$ cat src/rtl/id_ex_operand_stage.sv
// ID/EX pipeline register feeding the ALU.
// Latches decoded operands and control, forwards from MEM/WB in EX,
// selects ALU operands, and inserts a single bubble on a load-use hazard.
module id_ex_operand_stage #(
    parameter int XLEN    = 32,
    parameter int REGADDR = 5
) (
    input  logic               clk,
    input  logic               rst,
    input  logic               stall,
    input  logic               flush,
    input  logic               id_valid,
    input  logic [XLEN-1:0]    id_pc,
    input  logic [XLEN-1:0]    id_rs1_data,
    input  logic [XLEN-1:0]    id_rs2_data,
    input  logic [XLEN-1:0]    id_imm,
    input  logic [REGADDR-1:0] id_rs1,
    input  logic [REGADDR-1:0] id_rs2,
    input  logic [REGADDR-1:0] id_rd,
    input  logic [3:0]         id_alu_ctrl,
    input  logic [1:0]         id_asel,
    input  logic               id_bsel,
    input  logic               id_reg_write,
    input  logic               id_mem_read,
    input  logic               id_mem_write,
    input  logic [REGADDR-1:0] mem_rd,
    input  logic               mem_reg_write,
    input  logic [XLEN-1:0]    mem_result,
    input  logic [REGADDR-1:0] wb_rd,
    input  logic               wb_reg_write,
    input  logic [XLEN-1:0]    wb_result,
    output logic [XLEN-1:0]    alu_x,
    output logic [XLEN-1:0]    alu_y,
    output logic [3:0]         alu_control,
    output logic [XLEN-1:0]    ex_store_data,
    output logic [XLEN-1:0]    ex_pc,
    output logic [REGADDR-1:0] ex_rd,
    output logic               ex_valid,
    output logic               ex_reg_write,
    output logic               ex_mem_read,
    output logic               ex_mem_write,
    output logic               load_use
);

    typedef struct packed {
        logic               valid;
        logic [XLEN-1:0]    pc;
        logic [XLEN-1:0]    rs1_data;
        logic [XLEN-1:0]    rs2_data;
        logic [XLEN-1:0]    imm;
        logic [REGADDR-1:0] rs1;
        logic [REGADDR-1:0] rs2;
        logic [REGADDR-1:0] rd;
        logic [3:0]         alu_ctrl;
        logic [1:0]         asel;
        logic               bsel;
        logic               reg_write;
        logic               mem_read;
        logic               mem_write;
    } stage_t;

    localparam int STAGE_W = $bits(stage_t);

    stage_t             stage_r;
    stage_t             next_s;
    logic [XLEN-1:0]    fwd_rs1_s;
    logic [XLEN-1:0]    fwd_rs2_s;
    logic               load_use_s;

    // Resolve one source operand: x0 is never forwarded, the younger MEM
    // result wins over WB, otherwise the value read in ID is used.
    function automatic logic [XLEN-1:0] fwd_operand(
        input logic [REGADDR-1:0] rs,
        input logic [XLEN-1:0]    rf_data,
        input logic               mem_we,
        input logic [REGADDR-1:0] mem_dst,
        input logic [XLEN-1:0]    mem_val,
        input logic               wb_we,
        input logic [REGADDR-1:0] wb_dst,
        input logic [XLEN-1:0]    wb_val
    );
        logic [XLEN-1:0] res;
        if (rs == {REGADDR{1'b0}}) begin
            res = {XLEN{1'b0}};
        end else if (mem_we && (mem_dst == rs)) begin
            res = mem_val;
        end else if (wb_we && (wb_dst == rs)) begin
            res = wb_val;
        end else begin
            res = rf_data;
        end
        return res;
    endfunction

    // Hazard: the load in EX produces a register the ID instruction reads.
    always_comb begin
        load_use_s = stage_r.valid && stage_r.mem_read &&
                     (stage_r.rd != {REGADDR{1'b0}}) && id_valid &&
                     ((stage_r.rd == id_rs1) || (stage_r.rd == id_rs2));
    end

    // Next stage contents: bubble on flush or load-use, else the ID slot.
    always_comb begin
        next_s = {STAGE_W{1'b0}};
        if (flush || load_use_s) begin
            next_s = {STAGE_W{1'b0}};
        end else begin
            next_s.valid     = id_valid;
            next_s.pc        = id_pc;
            next_s.rs1_data  = id_rs1_data;
            next_s.rs2_data  = id_rs2_data;
            next_s.imm       = id_imm;
            next_s.rs1       = id_rs1;
            next_s.rs2       = id_rs2;
            next_s.rd        = id_rd;
            next_s.alu_ctrl  = id_alu_ctrl;
            next_s.asel      = id_asel;
            next_s.bsel      = id_bsel;
            next_s.reg_write = id_reg_write;
            next_s.mem_read  = id_mem_read;
            next_s.mem_write = id_mem_write;
        end
    end

    // Stage register: flush overrides stall; stall alone holds everything.
    always_ff @(posedge clk or posedge rst) begin
        if (rst) begin
            stage_r <= {STAGE_W{1'b0}};
        end else if (flush || !stall) begin
            stage_r <= next_s;
        end
    end

    // Forwarded operands stay live while stalled.
    always_comb begin
        fwd_rs1_s = fwd_operand(stage_r.rs1, stage_r.rs1_data, mem_reg_write, mem_rd,
                                mem_result, wb_reg_write, wb_rd, wb_result);
        fwd_rs2_s = fwd_operand(stage_r.rs2, stage_r.rs2_data, mem_reg_write, mem_rd,
                                mem_result, wb_reg_write, wb_rd, wb_result);
    end

    // ALU operand selection; store data always takes the forwarded rs2.
    always_comb begin
        case (stage_r.asel)
            2'b01:   alu_x = stage_r.pc;
            2'b10:   alu_x = {XLEN{1'b0}};
            default: alu_x = fwd_rs1_s;
        endcase
        if (stage_r.bsel) begin
            alu_y = stage_r.imm;
        end else begin
            alu_y = fwd_rs2_s;
        end
        ex_store_data = fwd_rs2_s;
    end

    assign alu_control  = stage_r.alu_ctrl;
    assign ex_pc        = stage_r.pc;
    assign ex_rd        = stage_r.rd;
    assign ex_valid     = stage_r.valid;
    assign ex_reg_write = stage_r.reg_write;
    assign ex_mem_read  = stage_r.mem_read;
    assign ex_mem_write = stage_r.mem_write;
    assign load_use     = load_use_s;

endmodule
$ cat config.mk
export PLATFORM = sky130hd
export DESIGN_NAME = id_ex_operand_stage
export DESIGN_NICKNAME = d
export VERILOG_FILES = /design/src/rtl/id_ex_operand_stage.sv
export SDC_FILE = /design/constraint.sdc
export NUM_CORES = 1
export LEC_CHECK = 0
export ABC_AREA = 0
export BUFFER_PORTS_ARGS = -buffer_cell sky130_fd_sc_hd__buf_2
export CAP_MARGIN = 30
export CORE_ASPECT_RATIO = 0.9
export CORE_MARGIN = 4
export CORE_UTILIZATION = 35
export DETAILED_ROUTE_END_ITERATION = 10
export GPL_TIMING_DRIVEN = 1
export PLACE_DENSITY = 0.66
export SETUP_SLACK_MARGIN = 0.4
export SLEW_MARGIN = 25
export SYNTH_ARGS = -nofsm -noshare
export SYNTH_HDL_FRONTEND = slang
export SYNTH_SLANG_ARGS = --single-unit
$ cat constraint.sdc
create_clock -name clk -period 6.5 [get_ports clk]
set_clock_uncertainty 0.05 [all_clocks]
set_input_delay 0.65 -clock clk [delete_from_list [all_inputs] [get_ports clk]]
set_output_delay 0.65 -clock clk [all_outputs]
set_load 0.02 [all_outputs]
# [Yosys cells after proc, flatten, opt, wreduce, memory -nomap -nowiden]
# Cells that the tools add are included.
[word_totals] regBits=154 output_inout_bits=142
[classes] eq_ne=8 muxes=9 reduce_logical=15
[op_table] operator="32-bit 2-to-1 mux" count=7
[op_table] operator="154-bit 2-to-1 mux" count=1
[op_table] operator="32-bit one-hot mux with 2 select lines" count=1
[op_table] operator="5-bit == test" count=6
[op_table] operator="5-bit zero test" count=2
[op_table] operator="1-bit logical AND" count=8
[op_table] operator="5-bit nonzero test" count=1
[op_table] operator="1-bit logical OR" count=3
[op_table] operator="2-bit by 1-bit == test with 1-bit output, second input constant" count=1
[op_table] operator="2-bit == test, second input constant" count=1
[op_table] operator="1-bit zero test" count=1

# [Logic depth before layout (Yosys ltp)]
[depth] depth_word=6 mapped_depth=7 mapped_depth_nobuf=5

# [Worst setup path after synthesis]
# No wires, ideal clock.
[synth_path] path_type="input port to output port" startpoint="in mem_rd[3]" endpoint="out alu_y[31]" t_arrival_ps=2239 required_time_ps=5800 path_slack_ps=3561 stages=6 n_path_buf=1 path_cell_list="xnor2_1 -> nand4_1 -> nor2_1 -> buf_2 -> a211oi_1 -> o41ai_1"
[synth_between] elab_chain_cells=5
[synth_rtl] element="start, declared" line="26" source="input logic [REGADDR-1:0] mem_rd,"
[synth_rtl] element="5-bit == test" line="85" source="end else if (mem_we && (mem_dst == rs)) begin"
[synth_rtl] element="1-bit logical AND" line="85"
[synth_rtl] element="32-bit 2-to-1 mux" line="85"
[synth_rtl] element="32-bit 2-to-1 mux" line="83" source="if (rs == {REGADDR{1'b0}}) begin"
[synth_rtl] element="32-bit 2-to-1 mux" line="149" source="if (stage_r.bsel) begin"
[synth_rtl] element="end, declared" line="33" source="output logic [XLEN-1:0] alu_y,"
# Every way passes these cells.

# [Final worst setup path]
[layout_path] startpoint="reg stage_r[22] (netlist bit)" endpoint="out alu_x[3]"
[layout_between] elab_chain_cells=6 word_cells_on_any_way=9 cone_classes="eq/ne: 2; mux: 4; reduce/logical: 3"
[layout_rtl] element="start, declared" line="64" source="stage_t stage_r;"
[layout_rtl] element="start signal, assigned" line="128" source="stage_r <= {STAGE_W{1'b0}};"
[layout_rtl] element="start signal, assigned" line="130" source="stage_r <= next_s;"
[layout_rtl] element="5-bit == test" line="87" source="end else if (wb_we && (wb_dst == rs)) begin"
[layout_rtl] element="1-bit logical AND" line="87"
[layout_rtl] element="32-bit 2-to-1 mux" line="87"
[layout_rtl] element="32-bit 2-to-1 mux" line="85"
[layout_rtl] element="32-bit 2-to-1 mux (*)" line="83"
[layout_rtl] element="32-bit one-hot mux with 2 select lines (*)" line="144" source="case (stage_r.asel)"
[layout_rtl] element="end, declared" line="32" source="output logic [XLEN-1:0] alu_x,"
# Every way passes the cells marked *; elsewhere a longest branch is shown, timed or not.

==> results.cfg <==
[run_status]
status = complete, no violations

[worst_setup_path]
reg2reg_slack_ps = 3480
reg2regPathDepth = 7
critPathArrivalTime_ps = 3000
path_class = reg -> out
crit_fanout = 32
required_ps = 5800
endpoint_kind = output pin
start_kind = flip-flop
reg2reg_from = ex_rd[0]
reg2reg_to = ex_pc[16]

[synth]
syn_avg_cell_area_sq_um = 10.0
ys_async_sr_fraction = 1.00
seq_area_frac_synth = 0.330
yosys_warnings = 0
synth_nets = 1399
synth_area_leaders = dfrtp_1 33%, o41ai_2 21%, nand3b_1 9.3%, inv_1 6.1%, a211oi_2 3.2%
synth_cells = 1164
syn_area_sq_mm = 0.0117
synth_edf_count = 0
synth_top_area_cell = dfrtp_1
synth_ff_type = dfrtp_1
ys_seq_elements = 154
ys_types = 36
synth_top_area_frac = 0.330

[die]
die-area_sq_mm = 0.0363
rows = 63
pin_count = 376
coreArea_sq_mm = 0.0329
initial_core_util = 0.355
die_h_um = 181
die_width_um = 200

[sta]
period_share = 0.569
tns_ps = 0
rsz0062_at_grt = false
slew_headroom = 0.388
setup_viol = 0
period_needed_ps = 3700
hold_viol = 0
fmax_ghz = 0.270
worstMarginPinSlew_ps = 918
maxSlewViolCount = 0

[clock_network]
clkLatencyLatePin_ps = 440
post_cts_buffers = 0
ctsLongestPathBuffers = 2
clk_pin_slew_ps = 70
root_buffer = clkbuf_16
ctsHoldBuffers = 0
cts_tree = built
htree_levels = 4
ctsResizeCount = 0
clock_sinks = 154
cts-buffers-inserted = 17

[power]
cellLeakagePower_uw = 0.00722
ir_drop_v = 0.000177
p_per_area_mw_per_mm2 = 198

[flow_run]
cap_violations = 0

[global_routing]
grt_pass1_wl_um = 69300
grt_pass1_vias = 10300
grt_remaining_overflow = 0
grt_max_degree = 145
grt.total_usage = 0.250
antenna_found_initial = 31

[detailed_routing]
route.vias.total = 10400
ant_nets = 0
drt_iter0_drc = 724
wirelength_um = 47000
wl_per_cell_um = 25.3
drc = 0
viasPerCell = 5.62
first_pass_iters = 5

[hold_path]
worstHoldPathType = in -> async

[finish]
register_area_sq_mm = 0.00385
final_common_cell = buf_2
layout_common_cells = 373 x buf_2, 187 x inv_1, 154 x dfrtp_1, 152 x o41ai_2, 145 x nand3b_1
drive_gt1_frac = 0.438
nFillCells = 3221
multi_input_area_sq_mm = 0.00610
final_cell_area_sq_mm = 0.0140
nets = 1646
areaGrowthSynthToFinish_pct = 19.8

[place]
placed_area_sq_mm = 0.0133
place.gp.congestion = 0.902
hpwl_um = 35100
port_buffers = 375
[layout make-up]
type,instances,area share
clock buffer,18,0.0314
inverter,188,0.0509
timing repair buffer,396,0.155
antenna,10,0.00179
multi-input combinational,654,0.436
sequential,154,0.276
tap,422,0.0378
clock inverter,14,0.0114
[metal layers]
layer	GRT usage	vias up	routed length (um)
li1	-	4677	-
met1	0.340	5202	20900
met2	0.382	437	20900
met3	0.0847	89	3690
met4	0.0691	20	1370
met5	0	-	115
[report_power, final]
| part | leakage [uW] | internal, uW | switching, uW | total, uW |
|---|---|---|---|---|
| Combinational | 0.00487 | 240 | 405 | 645 |
| Sequential | 0.00205 | 1010 | 54.1 | 1070 |
| Clock | 0.000295 | 587 | 470 | 1060 |
[synthesized netlist by cell type, types with 29 or more instances]
master and n:
a211oi_1 29, a211oi_2 30, and3_1 33, buf_4 44, clkbuf_1 88, dfrtp_1 154
inv_1 188, mux2i_1 32, nand2_1 75, nand3b_1 145, o221ai_1 32, o41ai_2 152
[sequential cells by signal, summed over array words and instances, names as in the netlist]
signal,cells
ex_valid,1
ex_mem_read,1
stage_r,109
ex_mem_write,1
ex_reg_write,1
ex_pc,32
ex_rd,5
alu_control,4
[critical path, stage by stage, from the launching register on]
cell	delay, ps
dfrtp_1	440
or4_1	550
o21ai_0	190
or2_2	670
o221ai_1	420
buf_2	270
[how the worst max path moves through the flow]
stage	slack, ps	end	startpoint	cells past startpoint
2_1_floorplan	1650	alu_control[0]	rst	1
3_3_place_gp	2700	alu_y[30]	wb_rd[3]	8
3_5_place_dp	3010	ex_store_data[25]	wb_rd[3]	9
4_1_cts	2750	alu_x[3]	stage_r[22]	5
5_1_grt	2660	alu_y[11]	stage_r[18]	8
6_report	2800	alu_x[3]	stage_r[22]	5
[stage by stage]
step                      worst slack [ps]  instances  hold WS, ps  utilization  total power [uW]
after floorplan                       1650       1164          399            -              1480
after global placement                2700       1809          407        0.402              1710
after detailed placement              3010       1811          415        0.404              1720
after CTS                             2750       1843          368        0.422              2780
after global routing                  2660       1854         92.2        0.425              2890
final                                 2800       1856          101        0.425              2770
[logic make-up (layout without fill, tap and decap cells)]
group           count (synthesis)  in the layout  synth area share
fa+ha+maj                       1              1           0.00107
buf+inv                       356            616             0.150
flops                         154            154             0.330
xor+xnor                       30             30            0.0225
mux                            32             32            0.0275
compound gates                307            307             0.318
other cells                     0             10                 0
simple gates                  284            284             0.151
Power figures use the tool's default switching activity.
